`src/rtl/rgb_pattern_gen.sv`:
```
// Raster test-pattern source: colour bars, gray ramp, checkerboard or solid gray with
// hsync/vsync/vde timing over a valid/ready stream. Define RGB_PATGEN_SCROLL_EN to scroll per frame.
module rgb_pattern_gen #(
  parameter int H_ACTIVE = 640,
  parameter int H_FP     = 16,
  parameter int H_SYNC   = 96,
  parameter int H_BP     = 48,
  parameter int V_ACTIVE = 480,
  parameter int V_FP     = 10,
  parameter int V_SYNC   = 2,
  parameter int V_BP     = 33
) (
  input  logic       clk_i,
  input  logic       rst_ni,
  input  logic       en_i,
  input  logic [1:0] mode_i,
  output logic [7:0] r_o,
  output logic [7:0] g_o,
  output logic [7:0] b_o,
  output logic       hsync_o,
  output logic       vsync_o,
  output logic       vde_o,
  output logic       valid_o,
  input  logic       ready_i,
  output logic       busy_o
);

  localparam int H_TOTAL = H_ACTIVE + H_FP + H_SYNC + H_BP;
  localparam int V_TOTAL = V_ACTIVE + V_FP + V_SYNC + V_BP;
  localparam int HW      = $clog2(H_TOTAL);
  localparam int VW      = ($clog2(V_TOTAL) > 4) ? $clog2(V_TOTAL) : 4;
  localparam int XW      = ($clog2(H_ACTIVE) > 8) ? $clog2(H_ACTIVE) : 8;
  localparam int BW      = H_ACTIVE / 8;
  localparam int BCW     = (BW > 1) ? $clog2(BW) : 1;

  localparam logic [HW-1:0]  H_LAST   = HW'(H_TOTAL - 1);
  localparam logic [HW-1:0]  H_ACT    = HW'(H_ACTIVE);
  localparam logic [HW-1:0]  HS_BEG   = HW'(H_ACTIVE + H_FP);
  localparam logic [HW-1:0]  HS_END   = HW'(H_ACTIVE + H_FP + H_SYNC);
  localparam logic [VW-1:0]  V_LAST   = VW'(V_TOTAL - 1);
  localparam logic [VW-1:0]  V_ACT    = VW'(V_ACTIVE);
  localparam logic [VW-1:0]  VS_BEG   = VW'(V_ACTIVE + V_FP);
  localparam logic [VW-1:0]  VS_END   = VW'(V_ACTIVE + V_FP + V_SYNC);
  localparam logic [XW-1:0]  X_LAST   = XW'(H_ACTIVE - 1);
  localparam logic [BCW-1:0] CNT_LAST = BCW'(BW - 1);

  typedef enum logic {IDLE = 1'b0, RUN = 1'b1} state_t;

  // Pattern x position kept together with its bar index and position inside the bar,
  // so the bar colour never needs a divide.
  typedef struct packed {
    logic [XW-1:0]  x;
    logic [2:0]     bar;
    logic [BCW-1:0] cnt;
  } pos_t;

  function automatic pos_t pos_adv(input pos_t p);
    pos_t n;
    n = p;
    if (p.x == X_LAST) begin
      n = '0;
    end else begin
      n.x = p.x + XW'(1);
      if (p.cnt == CNT_LAST) begin
        n.cnt = '0;
        n.bar = p.bar + 3'd1;
      end else begin
        n.cnt = p.cnt + BCW'(1);
      end
    end
    return n;
  endfunction

  function automatic logic [23:0] bar_rgb(input logic [2:0] b);
    case (b)
      3'd0:    bar_rgb = 24'hFFFFFF;
      3'd1:    bar_rgb = 24'hFFFF00;
      3'd2:    bar_rgb = 24'h00FFFF;
      3'd3:    bar_rgb = 24'h00FF00;
      3'd4:    bar_rgb = 24'hFF00FF;
      3'd5:    bar_rgb = 24'hFF0000;
      3'd6:    bar_rgb = 24'h0000FF;
      default: bar_rgb = 24'h000000;
    endcase
  endfunction

  state_t         state_q, state_d;
  logic [HW-1:0]  h_q, h_d;
  logic [VW-1:0]  v_q, v_d;
  pos_t           pos_q, pos_d;
  logic [1:0]     mode_q, mode_d;
  logic [23:0]    rgb_q, rgb_d;
  logic           hs_q, hs_d, vs_q, vs_d, vde_q, vde_d;

  logic           start, step, frame_wrap, stop, last_beat;
  logic [HW-1:0]  nh;
  logic [VW-1:0]  nv;
  pos_t           npos;
  logic [1:0]     nmode;
  logic [23:0]    rgb_n;
  logic           vde_n;

  assign last_beat = (h_q == H_LAST) && (v_q == V_LAST);

  // NOTE: every signal gets a default at the top of an always_comb block; a path that
  // leaves one unassigned would infer a latch.
  always_comb begin
    state_d    = state_q;
    start      = 1'b0;
    step       = 1'b0;
    frame_wrap = 1'b0;
    stop       = 1'b0;
    case (state_q)
      IDLE: begin
        if (en_i) begin
          state_d = RUN;
          start   = 1'b1;
        end
      end
      RUN: begin
        if (ready_i) begin
          if (!last_beat) begin
            step = 1'b1;
          end else if (en_i) begin
            frame_wrap = 1'b1;
          end else begin
            stop    = 1'b1;
            state_d = IDLE;
          end
        end
      end
      default: state_d = IDLE;
    endcase
  end

`ifdef RGB_PATGEN_SCROLL_EN
  pos_t off_q, off_d;

  always_comb begin
    off_d = off_q;
    if (start) begin
      off_d = '0;
    end else if (frame_wrap) begin
      off_d = pos_adv(off_q);
    end
  end

  always_ff @(posedge clk_i or negedge rst_ni) begin
    if (!rst_ni) off_q <= '0;
    else         off_q <= off_d;
  end
`else
  pos_t off_d;
  assign off_d = '0;
`endif

  // Coordinates and fields of the beat that would be presented next.
  always_comb begin
    nh    = h_q + HW'(1);
    nv    = v_q;
    npos  = pos_adv(pos_q);
    nmode = mode_q;
    if (start || frame_wrap) begin
      nh    = '0;
      nv    = '0;
      npos  = off_d;
      nmode = mode_i;
    end else if (h_q == H_LAST) begin
      nh   = '0;
      nv   = v_q + VW'(1);
      npos = off_d;
    end

    vde_n = (nh < H_ACT) && (nv < V_ACT);
    case (nmode)
      2'b00:   rgb_n = bar_rgb(npos.bar);
      2'b01:   rgb_n = {3{npos.x[7:0]}};
      2'b10:   rgb_n = (npos.x[3] ^ nv[3]) ? 24'hFFFFFF : 24'h000000;
      default: rgb_n = 24'h808080;
    endcase
    if (!vde_n) rgb_n = '0;

    h_d    = h_q;
    v_d    = v_q;
    pos_d  = pos_q;
    mode_d = mode_q;
    rgb_d  = rgb_q;
    hs_d   = hs_q;
    vs_d   = vs_q;
    vde_d  = vde_q;
    if (start || step || frame_wrap) begin
      h_d    = nh;
      v_d    = nv;
      pos_d  = npos;
      mode_d = nmode;
      rgb_d  = rgb_n;
      hs_d   = (nh >= HS_BEG) && (nh < HS_END);
      vs_d   = (nv >= VS_BEG) && (nv < VS_END);
      vde_d  = vde_n;
    end else if (stop) begin
      h_d   = '0;
      v_d   = '0;
      pos_d = '0;
      rgb_d = '0;
      hs_d  = 1'b0;
      vs_d  = 1'b0;
      vde_d = 1'b0;
    end
  end

  // NOTE: state updates use non-blocking assignments so every flop samples pre-edge values.
  always_ff @(posedge clk_i or negedge rst_ni) begin
    if (!rst_ni) begin
      state_q <= IDLE;
      h_q     <= '0;
      v_q     <= '0;
      pos_q   <= '0;
      mode_q  <= 2'b00;
      rgb_q   <= '0;
      hs_q    <= 1'b0;
      vs_q    <= 1'b0;
      vde_q   <= 1'b0;
    end else begin
      state_q <= state_d;
      h_q     <= h_d;
      v_q     <= v_d;
      pos_q   <= pos_d;
      mode_q  <= mode_d;
      rgb_q   <= rgb_d;
      hs_q    <= hs_d;
      vs_q    <= vs_d;
      vde_q   <= vde_d;
    end
  end

  assign r_o     = rgb_q[23:16];
  assign g_o     = rgb_q[15:8];
  assign b_o     = rgb_q[7:0];
  assign hsync_o = hs_q;
  assign vsync_o = vs_q;
  assign vde_o   = vde_q;
  assign valid_o = (state_q == RUN);
  assign busy_o  = (state_q == RUN);

endmodule
```
`config.mk`:
```
export PLATFORM = sky130hd
export DESIGN_NAME = rgb_pattern_gen
export DESIGN_NICKNAME = d
export VERILOG_FILES = /design/src/rtl/rgb_pattern_gen.sv
export SDC_FILE = /design/constraint.sdc
export NUM_CORES = 1
export LEC_CHECK = 0
export ABC_AREA = 1
export CELL_PAD_IN_SITES_DETAIL_PLACEMENT = 1
export CELL_PAD_IN_SITES_GLOBAL_PLACEMENT = 1
export CORE_UTILIZATION = 43
export DETAILED_ROUTE_END_ITERATION = 10
export PLACE_DENSITY = 0.88
export SYNTH_ARGS = -nofsm -noshare
export SYNTH_HDL_FRONTEND = slang
export SYNTH_SLANG_ARGS = --single-unit
```
`constraint.sdc`:
```
create_clock -name clk_i -period 2.25 [get_ports clk_i]
set_input_delay 0.675 -clock clk_i [delete_from_list [all_inputs] [get_ports clk_i]]
set_output_delay 0.675 -clock clk_i [all_outputs]
set_load 0.02 [all_outputs]
```
# After elaboration in Yosys (flattened, before gate mapping)
# Index checks and enable logic that the tools add are counted.
word_totals:
  ff_bits: 70
  latch_bits: 0
  ram_bits: 0
  rom_bits: 0
  inputBits: 6
  output_inout_bits: 29
  word_cells: 86
  n_memories: 0
op_classes:
  add_sub_neg: 5
  multipliers: 0
  div: 0
  order_cmp: 6
  eq_ne: 12
  shift: 0
  muxes: 40
  n_bitwise: 2
  reduce_logical: 10
ops:
  columns: ["operator", "count"]
  rows:
  - ["$pmux W24 S7", 1]
  - ["$mux W20", 5]
  - ["$mux W24", 4]
  - ["$pmux W24 S3", 1]
  - ["$mux W10", 7]
  - ["$add A10 B1 Y10 const B", 3]
  - ["$eq A10 B10 Y1 const B", 3]
  - ["$lt A10 B10 Y1 const B", 2]
  - ["$lt A10 B9 Y1 const B", 2]
  - ["$mux W1", 18]
  - ["$ge A10 B10 Y1 const B", 1]
  - ["$ge A10 B9 Y1 const B", 1]
  - ["$eq A3 B3 Y1 const B", 3]
  - ["$add A7 B1 Y7 const B", 1]
  - ["$eq A7 B7 Y1 const B", 1]
  - ["$mux W7", 1]
  - ["$eq A3 B2 Y1 const B", 2]
  - ["$logic_and A1 B1 Y1", 4]
  - ["$add A3 B1 Y3 const B", 1]
  - ["$eq A3 B1 Y1 const B", 1]
  - ["$logic_not A3 Y1", 1]
  - ["$logic_or A1 B1 Y1", 3]
  - ["$mux W3", 1]
  - ["$eq A2 B1 Y1 const B", 1]
  - ["7 further kinds", 7]

# Logic depth before layout (Yosys ltp)
depth:
  word_depth: 12
  mapped_depth: 16
  ltp_nobuf: 15

# Worst setup path after synthesis
# Ideal clock, no wire load.
synth_path:
  kind: "register to register"
  from: "register h_q[1]"
  to: "register rgb_q[0]"
  setup_time_ps: 116
  arrival_ps: 1922
  required_ps: 2134
  path_slack_ps: 211
  stages_incl_launch_ff: 17
  n_path_buf: 2
  synth_period_minus_slack_ps: 2039
  path_cell_list: "dfrtp_1 -> ha_1 -> nand2_2 -> nor2_8 -> nand2_4 -> nor2_8 -> nand3_4 -> nand2_8 -> inv_6 -> buf_6 -> nand3_2 -> nand2_2 -> nand2_4 -> buf_6 -> nand3_1 -> nand2_1 -> nand2_1"
synth_between:
  elab_chain_len: 12
  elab_cells_between_ends: 42
  classes_between: "add/sub (1); order compare (2); eq/ne (9); mux (21); bitwise (1); reduce/logical (8)"
synth_lines:
  columns: ["item", "line_no", "text"]
  rows:
  - ["start, declared", "88", "logic [HW-1:0] h_q, h_d;"]
  - ["start signal, assigned", "215", "h_q <= '0;"]
  - ["start signal, assigned", "225", "h_q <= h_d;"]
  - ["parallel branches: the longest is 12 deep, another holds $add A10 B1 Y10", null, null]
  - ["end signal, assigned", "229", "rgb_q <= rgb_d;"]
  - ["end, declared", "92", "logic [23:0] rgb_q, rgb_d;"]
# Parallel ways; which one is timed is not known.
# A chain may end at the register's enable or synchronous reset.

# Worst setup path after layout
layout_path:
  from: "register v_q[5]"
  to: "register rgb_q[4]"
layout_between:
  elab_chain_len: 12
  elab_cells_between_ends: 40
  classes_between: "add/sub (1); order compare (2); eq/ne (9); mux (19); bitwise (1); reduce/logical (8)"
layout_lines:
  columns: ["item", "line_no", "text"]
  rows:
  - ["start, declared", "89", "logic [VW-1:0] v_q, v_d;"]
  - ["start signal, assigned", "226", "v_q <= v_d;"]
  - ["parallel branches: the longest is 12 deep, another holds $add A10 B1 Y10", null, null]
# Parallel ways; which one is timed is not known.

==> metrics.md <==
| Metric | Value |
|---|---|
| Status | `finished, violations left` |
| Failing checks | `negative setup slack` |
| Worst Reg-to-Reg Cells | `12` |
| Fillers | `1057` |
| Vias in the first global route | `4841` |
| Hold WC Path Type | `input port to asynchronous set/reset pin` |
| Mean area per synthesized cell | `7.604 sq um` |
| Crit-path cells | `nor2_1, nand3_2, nor2_4, nand3_4, nand3b_1, nand2_4, buf_4, nor2_4, nand2_2, nand3_1, nand2_1, nand2_1` |
| R2r startpoint | `v_q[5]` |
| Largest net degree at the start of global routing | `34` |
| Worst Tran Pin Value | `0.7009 ns` |
| CTS tree | `built` |
| Yosys warns | `0` |
| Num CTS Buffers | `9` |
| Die Y | `99.81 um` |
| Max-Cap Viols | `0` |
| Reg clk slew, reported paths | `0.13 ns` |
| Top-count cell post-synth | `nand2_1` |
| Hold Fails Final Rpt | `0` |
| VDD IR max | `0.5435 mV` |
| Clk Tree Root Cell | `clkbuf_8` |
| Final Setup Violations | `28` |
| Setup WS post-layout | `-0.2441 ns` |
| GRT Util Overall | `35.44%` |
| Netlist Area Pre-Place | `0.004114 sq mm` |
| Endpoint class of the critical path | `flop` |
| Post-synth top area share | `42.58%` |
| Leading area contributor after synthesis | `dfrtp_1` |
| CP max FO | `5` |
| Row count | `35` |
| Synth Register Bits | `70` |
| Drt first-iter violations | `423` |
| Final hold slack | `0.2886 ns` |
| Total number of vias | `5025` |
| Detail Placement HPWL | `9526 um` |
| Io pins | `35` |
| R2R Setup Slk | `-0.24 ns` |
| DRT Pass-1 Iters | `5` |
| Arrival time worst endpoint | `2.79 ns` |
| Critical path's slowest cell | `dfrtp_1` |
| Initial antenna violation count | `0` |
| Netlist cell types | `38` |
| Setup Total Neg Slack | `-2.603 ns` |
| PwrDens | `939.3 mW/mm^2` |
| Primary FF master, synth | `dfrtp_1` |
| Slowest stage delay, CP | `0.49 ns` |
| Slew Viols, Final | `0` |
| Die area | `0.009962 sq mm` |
| Wire per inst | `26.52 um` |
| Worst-Skew Late Latency | `0.41 ns` |
| Final #Nets | `680` |
| WL final | `21270 um` |
| Share of cells above drive strength 1 | `31.35%` |
| Number of synthesized flops with an enable pin | `0` |
| CP startpoint | `v_q[5]` |
| Slew HR | `53.28%` |
| Vias per inst | `6.266` |
| Core area | `0.009240 sq mm` |
| Min Tclk post-route | `2.494 ns` |
| CP startpoint kind | `flop` |
| # DRC | `0` |
| Syn_nets | `553` |
| Worst r2r dst | `rgb_q[4]` |
| P&R area growth vs syn | `44.16%` |
| Max Buffers Root-to-Sink | `2` |
| Clock sinks | `70` |
| # diodes | `0` |
| Sequential area share after synthesis | `42.58%` |
| First-pass GRT wire length | `26500 um` |
| H-Tree Depth | `3` |
| Worst endpoint required time | `2.55 ns` |
| Setup CP Type | `flop to flop` |
| DRT antenna net count | `0` |
| Pleak | `2.969 nW` |
| Width of the die | `99.81 um` |
| Cells taking the most area after synthesis | `dfrtp_1 (43%), nand2_1 (16%), nand3_1 (7.8%)` |
| Cells after Synth | `541` |
| Max Freq | `400.9 MHz` |
| Fin Clk Skew | `0.04158 ns` |
| Gpl congestion | `0.8791` |
| Ys async rst share | `100.0%` |
| Starting Density | `44.52%` |
| Port Buffers | `34` |
| GRT overflow | `0` |
| Top cells by count, synth | `nand2_1 (174), dfrtp_1 (70), nand3_1 (64), inv_1 (54), nor2_1 (37)` |
| Tcrit/Tclk final | `110.8%` |
| Unrepaired setup endpoints after global routing | `true` |
| Cts hold-fix bufs | `0` |
-- state kept, by name, indices dropped and copies added (netlist names) --
signal	flops
hsync_o	1
v_q	10
busy_o	1
h_q	10
rgb_q	24
vde_o	1
pos_q	20
mode_q	2
vsync_o	1
-- layout by cell type (no fill, tap or decap), drive strengths merged, types with 3 or more instances in the layout --
| cell type | instances |
|---|---|
| nand4 | 9 |
| dfrtp | 70 |
| nor2 | 48 |
| ha | 6 |
| xor2 | 16 |
| inv | 63 |
| nor3 | 8 |
| nand3 | 66 |
| o32ai | 3 |
| clkdlybuf4s50 | 32 |
| a22o | 3 |
| a21oi | 6 |
| o22ai | 16 |
| a32o | 3 |
| nand2 | 185 |
| buf | 93 |
| clkbuf | 11 |
| o21ai | 22 |
-- critical path, delay by kind of cell, from the launching register on --
kind | cells | cell delay, ns
AND/OR/NAND/NOR | 11 | 1.75
flip-flops | 1 | 0.49
buffers and inverters | 1 | 0.16
-- metal layers --
layer	GRT usage [%]	part of all wire [%]	vias to the layer above
li1	-	-	2027
met1	42.17	37	2484
met2	60.32	48	384
met3	7.451	8.0	130
met4	18.78	6.7	0
met5	0	0	-
-- where the power goes --
group | switching [mW] | internal [mW] | total, mW
clock | 0.690 | 0.423 | 1.11
sequential | 0.346 | 1.58 | 1.93
combinational | 1.51 | 1.02 | 2.53
-- worst max-delay path by stage --
stage / end / slack [ns] / depth (start not counted)
after floorplan: rgb_q[0] / 0.21 / 16
after CTS: rgb_q[15] / 0.008 / 16
after global routing: rgb_q[4] / -0.28 / 13
after detailed placement: rgb_q[16] / -0.64 / 12
final: rgb_q[4] / -0.24 / 12
after global placement: rgb_q[15] / -0.46 / 13
-- logic make-up after synthesis --
kind of cell | share of synthesized area, %
AO/OA/AOI/OAI | 8.547
XOR/XNOR | 3.406
adder cells (fa/ha/maj) | 1.825
buffers and inverters | 8.029
flip-flops | 42.58
AND/OR/NAND/NOR | 35.61
-- metrics by stage --
stage	instance area (sq um)	util, %	setup slack (ns)	std cells	power (mW)
floorplan	4114	-	0.2112	541	2.911
global placement	5011	54.23	-0.4599	747	3.603
detailed placement	5011	54.23	-0.6448	747	3.720
CTS	5411	58.56	0.008432	774	4.868
global route	5931	64.18	-0.2776	802	5.740
finish	5931	64.18	-0.2441	802	5.571
-- area by class of cell --
class                   instances  area (sq um)  area share, %
inverters                      60         236.5          3.987
flip-flops and latches         70          1753          29.56
well taps                     129         161.4          2.722
repair buffers                128          1186          20.00
clock buffers                   9         123.9          2.089
multi-input cells             399          2409          40.61
clock inverters                 7         61.31          1.034
-- timing repair --
item | CTS | global route
cloned | 3 | 3
resized for setup | 34 | 78
endpoints found under the setup margin | 33 | 45
setup buffers | 8 | 25
pin swaps | 8 | 42
(Power assumes the default switching activity.)
==> edit: new RTL, same settings <==
Build with the macro `RGB_PATGEN_SCROLL_EN` defined.
--- a/src/rtl/rgb_pattern_gen.sv
+++ b/src/rtl/rgb_pattern_gen.sv
@@ -1,5 +1,7 @@
 // Raster test-pattern source: colour bars, gray ramp, checkerboard or solid gray with
 // hsync/vsync/vde timing over a valid/ready stream. Define RGB_PATGEN_SCROLL_EN to scroll per frame.
+`define RGB_PATGEN_SCROLL_EN
+
 module rgb_pattern_gen #(
   parameter int H_ACTIVE = 640,
   parameter int H_FP     = 16,
Behaviour: same outputs for any inputs over 10 cycles, from zero or initial values and one cycle with rst_ni low; that may be too few to reach the edited logic, so the function may still have changed.
==> edit against the unedited design <==
  * The flow now stops in 5_1_grt
  * Area after synthesis grew 27%
==> edit: results (changes against the unedited design) <==
- Result of the run: stopped before the end (was complete, but fails checks)
- The flow halted during 5_1_grt.
- Run-stopping error: [ERROR GRT-0232] Routing congestion too high. Check the congestion heatmap in the GUI.
* Total half-perimeter wirelength after legalization and detailed placement: 14,800 µm (was 9530 µm)
* Warning count from the yosys run: 0 (unchanged)
- Count of state elements after synthesis: 90 (was 70)
- Total placed instance area: 0.00646 mm² (was 0.00501 mm²)
- The multiplexer area fraction after synthesis came to 0 (unchanged).
- Ys async rst share: 1.00 (unchanged)
- Post-Synth XOR/XNOR Area: 0.0369 (was 0.0341)
- The total nets after synthesis is 703 (was 553).
* Cells after synthesis: 688 (was 541)
* Total global routing overflow: about 350
- Main synth FF type: sky130_fd_sc_hd__dfrtp_1 (unchanged)
* Number of distinct library cells after synthesis: 47 (was 38)
- The instance count after placement with tap cells included was 949 (was 747).
* Gpl congestion: 0.912 (was 0.879)
- In the global route stage, overall resource usage came out at 0.833.
- The share of the synthesized area in compound gates (AO/OA/AOI/OAI) is 0.0879 (was 0.0855).
- Commonest cells post-synth: sky130_fd_sc_hd__nand2_1 (204), sky130_fd_sc_hd__dfrtp_1 (90), sky130_fd_sc_hd__inv_1 (84), sky130_fd_sc_hd__nand3_1 (66), sky130_fd_sc_hd__nor2_1 (52) (was sky130_fd_sc_hd__nand2_1 (174), sky130_fd_sc_hd__dfrtp_1 (70), sky130_fd_sc_hd__nand3_1 (64), sky130_fd_sc_hd__inv_1 (54), sky130_fd_sc_hd__nor2_1 (37))
- Entering global routing, the biggest net connects 36 pins.
- The number of H-tree levels was 3 (unchanged).
- Port Buffer Count: 34 (unchanged)
* Post-placement setup slack: -0.619 ns (was -0.645 ns)
* Last worst endpoint in the global-route repair_timing: rgb_q[3]$_DFFE_PN0P_/D
- The number of buffers created by CTS is 9 (unchanged).
- After the last repair the worst path ends at a sequential cell input.
- The buffer depth of the longest clock path was 2 (unchanged).
- Master cell of the clock root buffer: sky130_fd_sc_hd__clkbuf_16 (was sky130_fd_sc_hd__clkbuf_8)
* Adder-Cell Fraction of Synth Area: 0.0216 (was 0.0182)
- Ranking of synthesized cells by area: sky130_fd_sc_hd__dfrtp_1 (43%), sky130_fd_sc_hd__nand2_1 (15%), sky130_fd_sc_hd__nand3_1 (6.3%), sky130_fd_sc_hd__inv_1 (6.0%), sky130_fd_sc_hd__o21ai_0 (3.9%) (was sky130_fd_sc_hd__dfrtp_1 (43%), sky130_fd_sc_hd__nand2_1 (16%), sky130_fd_sc_hd__nand3_1 (7.8%), sky130_fd_sc_hd__inv_1 (4.9%), sky130_fd_sc_hd__xor2_1 (3.4%))
- The sequential share of the synthesized area came to 0.431 (was 0.426).
==> edit: metal layers <==
layer	track usage	overflow
met4	0.904	99
met3	0.625	6
met5	0.0627	0
met2	1.05	234
met1	0.829	6
==> edit: what timing repair did <==
item                                    4_1_cts
pin swaps                                    54
endpoints found under the hold margin         0
endpoints found under the setup margin       50
setup buffers                                55
gates cloned                                  3
gates resized for setup                     150
==> edit: cells by family after synthesis <==
kind of cell / Yosys count
buf+inv: 106
simple gates: 386
flops: 90
compound gates: 75
fa+ha+maj: 9
xor+xnor: 22
==> edit: metrics by stage <==
step	setup TNS, ns	hold slack [ns]	utilization
floorplan	0	0.379	-
detailed placement	-26.00	0.475	0.556
CTS	-4.18	0.295	0.664
global placement	-17.83	0.466	0.556
